$ cat src/rtl/clic_timer.sv
// clic_timer: periodic/one-shot timer that raises a level-held interrupt request
// toward the CLIC. One config CSR and one read-only count CSR sit on the core's
// CSR access path. A request stays pending until the CLIC acknowledges vector
// entry. A sticky overrun flag records an expiry that lands on an unacknowledged
// request.

module clic_timer #(
    parameter int unsigned CounterWidth  = 16,
    parameter int unsigned PrescaleWidth = 4,
    parameter logic [11:0] CsrAddr       = 12'h400
) (
    input  logic        clk,
    input  logic        reset,
    input  logic        csr_enable,
    input  logic [11:0] csr_addr,
    input  logic [1:0]  csr_op,
    input  logic [31:0] csr_wdata,
    output logic [31:0] csr_rdata,
    output logic        irq_pend,
    input  logic        irq_ack,
    output logic        irq_overrun
);

    // The prescaler counter must hold the largest exponent's worth of bits.
    localparam int unsigned PcntWidth   = (1 << PrescaleWidth) - 1;
    localparam logic [11:0] CountAddr   = CsrAddr + 12'd1;

    localparam int unsigned PrescaleLsb = 16;
    localparam int unsigned EnBit       = 20;
    localparam int unsigned PeriodicBit = 21;
    localparam int unsigned OverrunBit  = 22;

    localparam logic [1:0] OpRead  = 2'b00;
    localparam logic [1:0] OpWrite = 2'b01;
    localparam logic [1:0] OpSet   = 2'b10;
    localparam logic [1:0] OpClear = 2'b11;

    localparam logic [1:0] StIdle = 2'd0;
    localparam logic [1:0] StRun  = 2'd1;
    localparam logic [1:0] StHold = 2'd2;

    // Architectural state
    logic [CounterWidth-1:0]  r_compare;
    logic [PrescaleWidth-1:0] r_prescale;
    logic                     r_en;
    logic                     r_periodic;
    logic                     r_overrun;
    logic                     r_pend;
    logic [CounterWidth-1:0]  r_count;
    logic [PcntWidth-1:0]     r_pcnt;
    logic [1:0]               r_state;

    // Next-state values
    logic [CounterWidth-1:0]  w_compare_nxt;
    logic [PrescaleWidth-1:0] w_prescale_nxt;
    logic                     w_en_nxt;
    logic                     w_periodic_nxt;
    logic                     w_overrun_nxt;
    logic                     w_pend_nxt;
    logic [CounterWidth-1:0]  w_count_nxt;
    logic [PcntWidth-1:0]     w_pcnt_nxt;
    logic [1:0]               w_state_nxt;

    // Decode / datapath
    logic [31:0]              w_cfg_word;
    logic [31:0]              w_cfg_new;
    logic                     w_cfg_sel;
    logic                     w_cnt_sel;
    logic                     w_cfg_op;
    logic [PcntWidth-1:0]     w_mask;
    logic                     w_tick;
    logic                     w_match;
    logic                     w_expire;

    assign w_cfg_sel = (csr_addr == CsrAddr);
    assign w_cnt_sel = (csr_addr == CountAddr);
    assign w_cfg_op  = csr_enable && w_cfg_sel && (csr_op != OpRead);

    // Assemble the config CSR image from its fields; unused bits read 0.
    always_comb begin
        w_cfg_word                                    = '0;
        w_cfg_word[CounterWidth-1:0]                  = r_compare;
        w_cfg_word[PrescaleLsb +: PrescaleWidth]      = r_prescale;
        w_cfg_word[EnBit]                             = r_en;
        w_cfg_word[PeriodicBit]                       = r_periodic;
        w_cfg_word[OverrunBit]                        = r_overrun;
    end

    // Combinational CSR read of whichever register is addressed.
    always_comb begin
        csr_rdata = '0;
        if (w_cfg_sel) begin
            csr_rdata = w_cfg_word;
        end else if (w_cnt_sel) begin
            csr_rdata[CounterWidth-1:0] = r_count;
        end
    end

    // Resulting config image for a write/set/clear access.
    always_comb begin
        case (csr_op)
            OpWrite: w_cfg_new = csr_wdata;
            OpSet:   w_cfg_new = w_cfg_word | csr_wdata;
            OpClear: w_cfg_new = w_cfg_word & ~csr_wdata;
            default: w_cfg_new = w_cfg_word;
        endcase
    end

    // Low P bits of the prescaler counter take part in the tick decode; P=0 gives
    // an empty mask so every RUN cycle ticks.
    always_comb begin
        w_mask = '0;
        for (int i = 0; i < PcntWidth; i++) begin
            w_mask[i] = (PrescaleWidth'(i) < r_prescale);
        end
    end

    assign w_tick   = (r_state == StRun) && ((r_pcnt & w_mask) == w_mask);
    assign w_match  = (r_count == r_compare);
    // A config access in the same cycle suppresses the expiry entirely.
    assign w_expire = w_tick && w_match && !w_cfg_op;

    // Next-state computation for config, counters, FSM and interrupt flags.
    always_comb begin
        w_compare_nxt  = r_compare;
        w_prescale_nxt = r_prescale;
        w_en_nxt       = r_en;
        w_periodic_nxt = r_periodic;
        w_overrun_nxt  = r_overrun;
        w_count_nxt    = r_count;
        w_pcnt_nxt     = r_pcnt;
        w_state_nxt    = r_state;

        if (w_cfg_op) begin
            w_compare_nxt  = w_cfg_new[CounterWidth-1:0];
            w_prescale_nxt = w_cfg_new[PrescaleLsb +: PrescaleWidth];
            w_en_nxt       = w_cfg_new[EnBit];
            w_periodic_nxt = w_cfg_new[PeriodicBit];
            w_count_nxt    = '0;
            w_pcnt_nxt     = '0;
            w_state_nxt    = w_cfg_new[EnBit] ? StRun : StIdle;
            // Disabling the timer is also how software clears the overrun flag.
            if (!w_cfg_new[EnBit]) begin
                w_overrun_nxt = 1'b0;
            end
        end else if (r_state == StRun) begin
            w_pcnt_nxt = (r_pcnt + PcntWidth'(1)) & w_mask;
            if (w_tick) begin
                if (w_match) begin
                    w_count_nxt = '0;
                    if (!r_periodic) begin
                        w_en_nxt    = 1'b0;
                        w_state_nxt = StHold;
                    end
                    if (r_pend && !irq_ack) begin
                        w_overrun_nxt = 1'b1;
                    end
                end else begin
                    w_count_nxt = r_count + CounterWidth'(1);
                end
            end
        end
    end

    // Pending request: expiry sets it and beats a coincident ack.
    always_comb begin
        w_pend_nxt = r_pend;
        if (w_expire) begin
            w_pend_nxt = 1'b1;
        end else if (irq_ack) begin
            w_pend_nxt = 1'b0;
        end
    end

    // State registers, cleared asynchronously while reset is low.
    always_ff @(posedge clk or negedge reset) begin
        if (!reset) begin
            r_compare  <= '0;
            r_prescale <= '0;
            r_en       <= 1'b0;
            r_periodic <= 1'b0;
            r_overrun  <= 1'b0;
            r_pend     <= 1'b0;
            r_count    <= '0;
            r_pcnt     <= '0;
            r_state    <= StIdle;
        end else begin
            r_compare  <= w_compare_nxt;
            r_prescale <= w_prescale_nxt;
            r_en       <= w_en_nxt;
            r_periodic <= w_periodic_nxt;
            r_overrun  <= w_overrun_nxt;
            r_pend     <= w_pend_nxt;
            r_count    <= w_count_nxt;
            r_pcnt     <= w_pcnt_nxt;
            r_state    <= w_state_nxt;
        end
    end

    assign irq_pend    = r_pend;
    assign irq_overrun = r_overrun;

endmodule

$ cat config.mk
export PLATFORM = sky130hd
export DESIGN_NAME = clic_timer
export DESIGN_NICKNAME = d
export VERILOG_FILES = /design/src/rtl/clic_timer.sv
export SDC_FILE = /design/constraint.sdc
export NUM_CORES = 1
export LEC_CHECK = 0
export ABC_AREA = 0
export CAP_MARGIN = 20
export CORE_MARGIN = 2
export CORE_UTILIZATION = 52
export CTS_CLUSTER_SIZE = 24
export DETAILED_ROUTE_END_ITERATION = 16
export HOLD_SLACK_MARGIN = 0.15
export PLACE_DENSITY = 0.92
export SLEW_MARGIN = 20
export SYNTH_ARGS = -nofsm -noshare
export SYNTH_HDL_FRONTEND = slang
export SYNTH_SLANG_ARGS = --single-unit
$ cat constraint.sdc
create_clock -name clk -period 2.8 [get_ports clk]
set_input_delay 0.7 -clock clk [delete_from_list [all_inputs] [get_ports clk]]
set_output_delay 0.7 -clock clk [all_outputs]
set_load 0.01 [all_outputs]
=== Word-level counts from Yosys, hierarchy flattened ===
Index checks and enable logic that the tools add are counted.

* Register bits after elaboration: 57
* Bits in latches: 0
* RAM bits: 0
* Bits in read-only memories: 0
* Input bits: 50
* Output and inout bits: 34
* Logic and storage cells: 89
* Memories kept: 0

* $add $sub $neg: 2
* $mul: 0
* Divide/modulo/power cells: 0
* $lt $le $gt $ge: 15
* Equality and inequality tests: 10
* Shift-type cells: 0
* Mux-type cells: 29
* Bitwise logic cells: 5
* Reduce and logical (&&, ||, !) cells: 19

{| class="wikitable"
|+ Operator list
! operator !! count
|-
| $mux 16 || 6
|-
| $pmux 22 s3 || 1
|-
| $and 15x15->15 || 2
|-
| $mux 15 || 2
|-
| $lt 4x4->1 const A || 7
|-
| $eq 12x11->1 const B || 2
|-
| $and 22x22->22 || 1
|-
| $not 22->22 || 1
|-
| $or 22x22->22 || 1
|-
| $add 16x1->16 const B || 1
|-
| $eq 16x16->1 || 1
|-
| $lt 3x4->1 const A || 4
|-
| $add 15x1->15 const B || 1
|-
| $eq 15x15->1 || 1
|-
| $mux 1 || 14
|-
| $reduce_bool 2->1 || 6
|-
| $mux 2 || 5
|-
| $lt 1x4->1 const A || 2
|-
| $lt 2x4->1 const A || 2
|-
| $mux 7 || 1
|-
| $logic_and 1x1->1 || 6
|-
| $reduce_and 5->1 || 1
|-
| $eq 2x1->1 const B || 2
|-
| $eq 2x2->1 const B || 2
|-
| other kinds (6) || 8
|}

=== Longest topological paths before layout ===
Gate-level depths: netlist (run 1).

* Depth after elaboration: 7
* Gate-level depth with buffers: 9
* Depth with buffers taken out: 7

=== Worst setup path after synthesis (run 1) ===
OpenSTA, ideal clock, no wires.

* Path kind: input -> output
* Start point: in csr_addr[5]
* End point: out csr_rdata[16]
* Data arrival time: 1,929 ps
* Required time: 2,100 ps
* Slack: 171 ps
* Stages on the path: 4
* Path buffers: 0
* Cells stage by stage: nor4b_1 -> nand3_1 -> nor2_1 -> and2_1

* Cells in the longest elaborated chain, start to end: 2

{| class="wikitable"
|+ RTL lines
! item !! RTL line !! text
|-
| from (decl) || 15 || <nowiki>input logic [11:0] csr_addr,</nowiki>
|-
| $eq 12x11->1 || 75 || <nowiki>assign w_cfg_sel = (csr_addr == CsrAddr);</nowiki>
|-
| $mux 7 || 92 || <nowiki>if (w_cfg_sel) begin</nowiki>
|-
| to (decl) || 18 || <nowiki>output logic [31:0] csr_rdata,</nowiki>
|}

No other way between the ends.

=== Final worst setup path (run 1) ===
* Start point: in csr_addr[1]
* End point: out csr_rdata[17]

Same word-level chain as after synthesis.

==> results.py, run 1 <==
metrics = {
    "run_status": {
        "status": "finished clean",
    },
    "flow_run": {
        "drv.max_cap_violation_count": 0,
    },
    "route": {
        "route.vias.total": 4141,
        "detail_route.first_pass.iterations": 5,
        "avgViaCountPerCell": 6.42,
        "routed_wire_length_per_instance_um": 17.3,
        "drt_drc_violations_left": 0,
        "detail-route-antenna-nets": 0,
        "postRouteWirelength_mm": 11.1,
        "initialDrtViolationCount": 617,
    },
    "cts": {
        "cts-root-buf": "clkbuf_8",
        "cts.hold.buffers_added": 0,
        "cts.path.max_buffers": 2,
        "clock_latency_ps": 310,
        "cts_tree": "built",
        "clock_sinks": 56,
        "cts_htree_levels": 2,
        "numCtsBuffers": 5,
        "cts.reportedPaths.clkPinSlew_ps": 90,
    },
    "synthesis": {
        "asr_flop_ratio_synth_pct": 100,
        "synth_warnings": 0,
        "yosys.cell_types.count": 53,
        "post-synth-top-area-fraction_pct": 36.4,
        "mean_area_per_synthesized_cell_sq_um": 8.05,
        "postSynthRegisterBits": 56,
        "netlist_area_sq_mm": 0.00385,
        "synth_top_cell_by_area": "dfrtp_1",
        "synth_area_leaders": "dfrtp_1, a21oi_1, o21ai_0",
        "synth_ff_type": "dfrtp_1",
        "syn-instance-count": 478,
        "synth_enable_flop_cells": 0,
        "synth-seq-area-share_pct": 36.4,
    },
    "global_route": {
        "pin_count_of_the_biggest_net_entering_global_routing": 39,
        "grtUsageTotal_pct": 27.3,
        "top_usage_layer": "met2",
        "met1_usage_pct": 36.2,
        "first_global_vias": 3947,
        "gr-total-overflow": 0,
        "grt.met2_usage_pct": 45.3,
        "antenna_found_initial": 0,
        "grt_pass1_wl_mm": 18.5,
        "met3_usage_pct": 3.19,
    },
    "die": {
        "die_y_um": 90.0,
        "initial_util_pct": 53.3,
        "die-area_sq_mm": 0.00810,
        "rows": 31,
        "die_span_in_x_um": 90.0,
        "ios": 84,
        "core_area_sq_mm": 0.00721,
    },
    "worst_setup_path": {
        "worst-setup-path-type": "in2out",
        "critical_path_required_ps": 2100,
        "endpoint_kind": "output port",
        "worst_setup_path_start_kind": "input pin",
        "worstPathArrival_ps": 2060,
        "timing.critical_path.fanout_max": 8,
    },
    "hold_path": {
        "hold_path.class": "in2async",
    },
    "sta": {
        "worst_slew_margin_rel_pct": 48.4,
        "finalSetupViolations": 0,
        "holdWs_ps": 384,
        "fin_crit_ps": 2760,
        "clock_skew_ps": 6.88,
        "grt_setup_unrepaired": "yes",
        "final_number_of_max_transition_violations": 0,
        "max_clock_freq_mhz": 363,
        "max_slew.worst_pin.slew_ps": 772,
        "period_share_pct": 98.4,
        "hold_viol_final": 0,
    },
    "pwr": {
        "irDropWorstVdd_mv": 0.265,
        "pwr_density_cell_mw_per_mm2": 315,
        "total_leakage_power_nw": 1.97,
    },
    "layout": {
        "multiInputGateArea_sq_mm": 0.00232,
        "layoutNonFillerInstCount": 645,
        "design.final.nets": 598,
        "seq_area_sq_mm": 0.00140,
        "antenna_cells": 0,
        "relative_area_change_from_synthesis_to_final_layout_pct": 25.9,
        "final.fill_count": 564,
        "layout-drive-gt1-share_pct": 13.6,
    },
    "placed_design": {
        "place.port_buffers": 64,
        "place_hpwl_mm": 8.12,
        "placed_cells": 637,
        "gpl.final_weighted_congestion": 0.949,
    },
}
registers in the layout (all words and copies together), names as in the netlist:
register	cells
r_compare	16
r_pcnt	15
r_prescale	4
r_state	1
r_periodic	1
r_en	1
irq_pend	1
irq_overrun	1
r_count	16
through the flow:
stage | TNS [ps] | setup WS (ps) | power (W) | util (%) | area (sq um)
4_1_cts | 0 | 4.36 | 0.00152 | 67.2 | 4850
5_1_grt | -106 | -26.5 | 0.00160 | 67.2 | 4840
2_1_floorplan | 0 | 171 | 0.000997 | - | 3880
6_report | 0 | 45.0 | 0.00153 | 67.2 | 4840
3_5_place_dp | -13690 | -584 | 0.00111 | 65.3 | 4710
3_3_place_gp | -13400 | -561 | 0.00110 | 65.3 | 4710
worst paths after layout:
path	startpoint	endpoint	slack, ps	cells after the start
hold reg to reg	irq_pend	irq_pend	510	2
max in group asynchronous	reset	r_compare[14]	1760	2
min in group clk	irq_pend	irq_pend	510	2
setup reg to reg	r_prescale[1]	r_count[4]	170	6
setup / recovery	csr_addr[1]	csr_rdata[17]	40	8
hold / removal	reset	irq_pend	380	1
where the power goes:
group	total (W)	switching, W	internal, W
registers	0.000849	0.0000258	0.000823
logic	0.000255	0.000139	0.000116
clock network	0.000424	0.000253	0.000171
total	0.00153	0.000418	0.00111
repair_timing:
action / 4_1_cts / 5_1_grt
setup buffers: 1 / 0
setup endpoints to repair: 23 / 22
gates resized for setup: 88 / 21
endpoints found under the hold margin: 0 / 0
pin swaps: 4 / 1
final cells by class:
type	instances	area share, %
clock buffer	6	1.50
tap	99	2.56
sequential	56	28.9
clock inverter	1	0.103
inverter	3	0.232
timing repair buffer	98	18.8
multi-input combinational	382	47.9
Yosys cell counts, drive strengths merged (3+ instances only):
master and n:
nand4 13, clkbuf 28, xnor2 16, nand2b 7, and2 9, nor2 48
nor4b 5, a31oi 4, dfrtp 56, o21ai 40, buf 17, a21boi 3
nor4 9, nor3b 5, o22ai 6, and3 5, mux2i 17, or3 5
a32o 4, nor3 14, a21oi 64, a22oi 4, inv 3, nand2 26
a211oi 6, and4 3, nand3 31
cells in the final DEF, fill, tap and decap left out, types with 8 or more instances in the layout:
cell type,Yosys,final
nand2_1,26,26
nand3_1,31,30
nor4_1,9,8
a21oi_1,64,64
dfrtp_1,56,56
nand4_1,12,12
nor3_1,14,13
mux2i_1,17,17
buf_6,0,8
conb_1,1,9
o21ai_0,40,40
xnor2_1,16,16
nor2_1,48,45
clkdlybuf4s50_1,0,31
buf_4,10,28
layer usage:
layer / share of wire (%) / vias to the layer above
met5: 0 / -
met3: 7.6 / 33
li1: - / 1877
met4: 2.4 / 0
met2: 49 / 237
met1: 41 / 1994
cells by family after synthesis:
| group | count (synthesis) | share of synthesized area [%] |
|---|---|---|
| AOI/OAI and AO/OA | 149 | 22.9 |
| DFF | 56 | 36.4 |
| and+or+nand+nor | 188 | 25.8 |
| xor gates and xnor gates | 16 | 3.64 |
| other | 1 | 0.0975 |
| adders and majority gates | 3 | 0.910 |
| muxes | 17 | 4.42 |
| buffers and inverters | 48 | 5.79 |
critical path, stage by stage:
cell and delay [ps]:
clkdlybuf4s50_1 410, nor4_2 140, buf_4 160, nand3_4 100, nor2_2 140, buf_6 150
and2_4 150, buf_6 100
Note: power is estimated with default switching activity, not from simulation.
==> run 2, diff against run 1 <==
--- a/config.mk
+++ b/config.mk
@@ -9,11 +9,12 @@
 export CAP_MARGIN = 20
 export CORE_MARGIN = 2
 export CORE_UTILIZATION = 52
+export CTS_BUF_LIST = sky130_fd_sc_hd__clkbuf_16
 export CTS_CLUSTER_SIZE = 24
 export DETAILED_ROUTE_END_ITERATION = 16
 export HOLD_SLACK_MARGIN = 0.15
 export PLACE_DENSITY = 0.92
-export SLEW_MARGIN = 20
+export SLEW_MARGIN = 40
 export SYNTH_ARGS = -nofsm -noshare
 export SYNTH_HDL_FRONTEND = slang
 export SYNTH_SLANG_ARGS = --single-unit
==> results.py, run 2 (synthesis gave the netlist of run 1 again) <==
metrics = {
    "run_status": {
        "status": "finished clean",
    },
    "placed_design": {
        "gpl.final_weighted_congestion": 0.949,
        "place_hpwl_mm": 8.12,
        "placed_cells": 637,
        "worst_slack_at_placement_ps": -584,
        "place.port_buffers": 64,
    },
    "worst_setup_path": {
        "critical_path_required_ps": 2100,
        "endpoint_kind": "output port",
        "timing.critical_path.fanout_max": 17,
        "worst_setup_path_start_kind": "input pin",
        "worstPathArrival_ps": 2060,
        "worst-setup-path-type": "in2out",
    },
    "global_route": {
        "pin_count_of_the_biggest_net_entering_global_routing": 39,
        "grtUsageTotal_pct": 28.5,
        "grt_pass1_wl_mm": 19.2,
        "first_global_vias": 3994,
        "gr-total-overflow": 0,
        "antenna_found_initial": 0,
    },
    "layout": {
        "seq_area_sq_mm": 0.00140,
        "utilization_pct": 68.0,
        "layoutNonFillerInstCount": 646,
        "layout-drive-gt1-share_pct": 14.1,
        "layout.cells.most_common": "a21oi_1",
        "layout.cells.most_common_list": "a21oi_1, dfrtp_1, nor2_1",
        "final.fill_count": 548,
        "multiInputGateArea_sq_mm": 0.00233,
        "biggestRegsByFlops": "r_compare: 16 flops, r_count: 16 flops, r_pcnt: 15 flops",
        "relative_area_change_from_synthesis_to_final_layout_pct": 27.5,
        "design.final.nets": 599,
        "antenna_cells": 0,
    },
    "cts": {
        "cts.path.max_buffers": 2,
        "numCtsBuffers": 5,
        "cts.reportedPaths.clkPinSlew_ps": 70,
        "cts_tree": "built",
        "clock_sinks": 56,
        "clock_latency_ps": 290,
        "cts_htree_levels": 2,
        "cts-root-buf": "clkbuf_16",
    },
    "route": {
        "initialDrtViolationCount": 533,
        "avgViaCountPerCell": 6.49,
        "postRouteWirelength_mm": 11.8,
        "drt_drc_violations_left": 0,
        "route.vias.total": 4191,
        "routed_wire_length_per_instance_um": 18.3,
        "detail-route-antenna-nets": 0,
        "detail_route.first_pass.iterations": 5,
    },
    "sta": {
        "final_number_of_max_transition_violations": 0,
        "worst_slew_margin_rel_pct": 50.1,
        "max_clock_freq_mhz": 363,
        "clock_skew_ps": 4.92,
        "max_slew.worst_pin.slew_ps": 742,
        "finalSetupViolations": 0,
        "fin_crit_ps": 2760,
        "hold_viol_final": 0,
        "final.setup.tns_ps": 0,
        "period_share_pct": 98.4,
        "finalWorstSetupSlack_ps": 44.5,
    },
    "flow_run": {
        "drv.max_cap_violation_count": 0,
    },
    "die": {
        "die_span_in_x_um": 90.0,
        "die-area_sq_mm": 0.00810,
        "die_y_um": 90.0,
        "ios": 84,
        "rows": 31,
        "core_area_sq_mm": 0.00721,
        "initial_util_pct": 53.3,
    },
    "pwr": {
        "irDropWorstVdd_mv": 0.265,
        "pwr_density_cell_mw_per_mm2": 349,
        "total_leakage_power_nw": 2.02,
    },
    "hold_path": {
        "hold_path.class": "in2async",
    },
}
[run 2: layout make-up]
cell class	instances	area share (%)
clock buffer	5	2.55
clock inverter	2	0.179
inverter	3	0.230
multi-input combinational	382	47.4
sequential	56	28.6
tap	99	2.52
timing repair buffer	99	18.5
[run 2: repair_timing]
item	in CTS	in global routing
pin swaps	4	1
hold buffers	0	0
setup buffers	1	1
setup endpoints to repair	23	21
resized for setup	91	22
[run 2: metrics by stage]
step	hold WS, ps	total power [W]	area [sq um]
global placement	486	0.00110	4710
global route	443	0.00177	4910
floorplan	404	0.000997	3880
detailed placement	494	0.00111	4710
finish	406	0.00171	4910
CTS	423	0.00170	4900
[run 2: worst max-delay path, stage by stage]
cell and delay, ps:
clkdlybuf4s50_1 440, nor3_4 230, nand3_4 140, buf_12 180
nor2_1 110, clkdlybuf4s15_1 250
[run 2: final timing paths]
kind	start	endpoint	slack, ps	depth (start not counted)
max	csr_addr[8]	csr_rdata[13]	40	6
min	reset	r_prescale[3]	410	1
max reg2reg	r_prescale[1]	r_count[4]	190	7
min reg2reg	irq_pend	irq_pend	500	2
max in group asynchronous	reset	r_compare[14]	1740	2
min in group clk	irq_pend	irq_pend	500	2
[run 2: routing by layer]
| metal | up-vias | part of all wire, % | track usage, % |
|---|---|---|---|
| met5 | - | 0 | 0 |
| met4 | 0 | 4.1 | 12.6 |
| met3 | 55 | 8.4 | 3.77 |
| met2 | 288 | 48 | 47.7 |
| met1 | 1971 | 39 | 36.9 |
| li1 | 1877 | - | - |
[run 2: power by group]
part	switching, W	total, W	internal (W)
Sequential	0.0000271	0.000850	0.000823
Clock	0.000277	0.000599	0.000323
Combinational	0.000145	0.000261	0.000116
Total	0.000449	0.00171	0.00126
==> RTL change: new RTL, settings of run 2 <==
The parameter `PrescaleWidth` goes from 4 to 5.
--- a/src/rtl/clic_timer.sv
+++ b/src/rtl/clic_timer.sv
@@ -6,7 +6,7 @@
 
 module clic_timer #(
     parameter int unsigned CounterWidth  = 16,
-    parameter int unsigned PrescaleWidth = 4,
+    parameter int unsigned PrescaleWidth = 5,
     parameter logic [11:0] CsrAddr       = 12'h400
 ) (
     input  logic        clk,
Formal check against the unedited RTL: not equivalent (Yosys sat finds a counterexample within 4 cycles, from zero or initial values and one cycle with reset low).
==> RTL change against run 2 <==
  * Sequential cell count is 17 higher
  * Synthesized area up 33%
  * The run now ends with setup timing left
  * Total power increased by 57%
  * Critical path type is now reg -> reg
  * Setup slack got worse by 0.097 ns
  * Cell area is 36% higher
  * Routed wire length is 43% higher
  * Sequential share of layout area down 1.0 points
  * Largest cell class unchanged
  * Register-to-register slack worse by 0.24 ns
==> RTL change: results (changes against run 2) <==
r2r startpoint r_prescale[3]; pre-CTS setup slack -0.539 ns (+0.0446 ns); combinational power 0.272 mW (+4%); port bufs 64 (unchanged); critical path data arrival time 3.07 ns (+1.01 ns); layout cells sized above 1 18.4% (+4.3 points); clock power share 49.8% (+15 points); Detail Placement HPWL 11.1 mm (+37%); Top Registers r_pcnt x31, r_compare x16, r_count x16; Worst Tran Pin Value 0.765 ns (+0.0232 ns); Leak 2.83 nW (+40%); Crit path largest cell delay 0.55 ns (+0.11 ns); cells on worst reg2reg path 8 (+1); Post-synth top cells 73 x dfrtp_1, 51 x o21ai_0, 48 x nor2_1; number of DRC markers in iteration 0 411 (-23%); Inst Count DP 842 (+32%); failing checks setup timing; Yosys cell types 64 (+21%); Initial DRT Pass Iterations 7 (+2); placed cell area 6230 sq um (+32%); largest net degree at the start of global routing 74 (+90%); Seq/Total Area, Yosys 35.6% (-0.80 points); vias in the first global route 5521 (+38%); Hold WS 0.394 ns (-0.0119 ns); htree depth 3 (+1); CTS Buf Count 9 (+4); outcome complete, but fails checks; clk slew on worst S/H paths 0.06 ns; PnR worst setup slack -0.0526 ns (-0.0971 ns); first-pass GRT wire length 26.9 mm (+40%); Root Buffer clkbuf_16; initial antenna violation count 0 (unchanged); Skew-Pair Late Insertion Delay 0.33 ns (+0.04 ns); worst hold path type in -> async; Max VDD drop 0.000268 V (+0.92%); post-route setup TNS -0.0526 ns (-0.0526 ns); diode count 0 (unchanged); drt wl/cell 19.6 um (+7.1%); Internal 2.05 mW (+62%); Worst R2R End r_count[5]; Layout Cells excl Fill 863 (+34%); Max stage delay cell, worst path or4_4; post-route ant nets 0 (unchanged); Ys Warns 0 (unchanged); Vias 5718 (+36%); largest cells by area after synthesis dfrtp_1 36%, o21ai_0 5.0%, a21oi_1 4.4%, nor2_1 3.5%, a22o_1 3.4%; logic gate share of total power 10.1% (-5.2 points); syn_area_per_cell 8.07 sq um (+0.32%); Overflow after GRT 0 (unchanged); Nets 777 (+30%); Worst Skew 0.00601 ns (+0.00109 ns); routability cong. 0.958 (+0.91%); worst-path fanout max 16 (-1); setup violators final 1 (+1); Tot GR Track Use 32.3% (+3.8 points); top cell family by delay on the critical path simple AND/OR/NAND/NOR gates
[RTL change: logic make-up (layout without fill, tap and decap cells)]
| logic type | after synthesis | after routing | share of synthesized area, % |
|---|---|---|---|
| other | 1 | 9 | 0.0731 |
| multiplexers | 16 | 16 | 3.12 |
| adder cells (fa/ha/maj) | 3 | 3 | 0.683 |
| AO/OA/AOI/OAI | 191 | 191 | 24.0 |
| XOR/XNOR | 18 | 18 | 3.07 |
| flip-flops | 73 | 73 | 35.6 |
| buffers and inverters | 77 | 164 | 6.54 |
| AND/OR/NAND/NOR | 256 | 256 | 26.9 |
[RTL change: layer usage]
layer / vias to the layer above / wire, um / global-route usage (%) / share of wire (%)
li1: 2549 / - / - / -
met1: 2723 / 6250 / 38.8 / 37
met2: 366 / 8570 / 55.9 / 51
met3: 80 / 1400 / 5.91 / 8.3
met4: 0 / 726 / 15.2 / 4.3
met5: - / 0 / 0 / 0
[RTL change: final cells by class]
cell class	instances	area (sq um)
Clock inverter	7	110
Clock buffer	9	225
Multi-Input combinational cell	493	3110
Timing Repair Buffer	132	1150
Tap cell	133	166
Fill cell	699	3030
Inverter	16	60.1
Sequential cell	73	1830
[RTL change: worst max-delay path by stage]
stage                     slack (ns)  cells past startpoint           from       endpoint
after floorplan                 0.15                      7    csr_addr[5]    irq_overrun
after global placement         -0.51                      7    csr_addr[5]  csr_rdata[22]
after detailed placement       -0.54                      7    csr_addr[5]  csr_rdata[18]
after CTS                      0.001                      6    csr_addr[7]  csr_rdata[17]
after global routing           -0.14                      7  r_prescale[2]     r_count[5]
final                          -0.05                      8  r_prescale[3]     r_count[5]
[RTL change: repair_timing]
action / CTS / global route
cloned: 0 / 0
resized for setup: 98 / 29
pin swaps: 1 / 5
buffers inserted: 0 / 5
endpoints found under the setup margin: 36 / 37
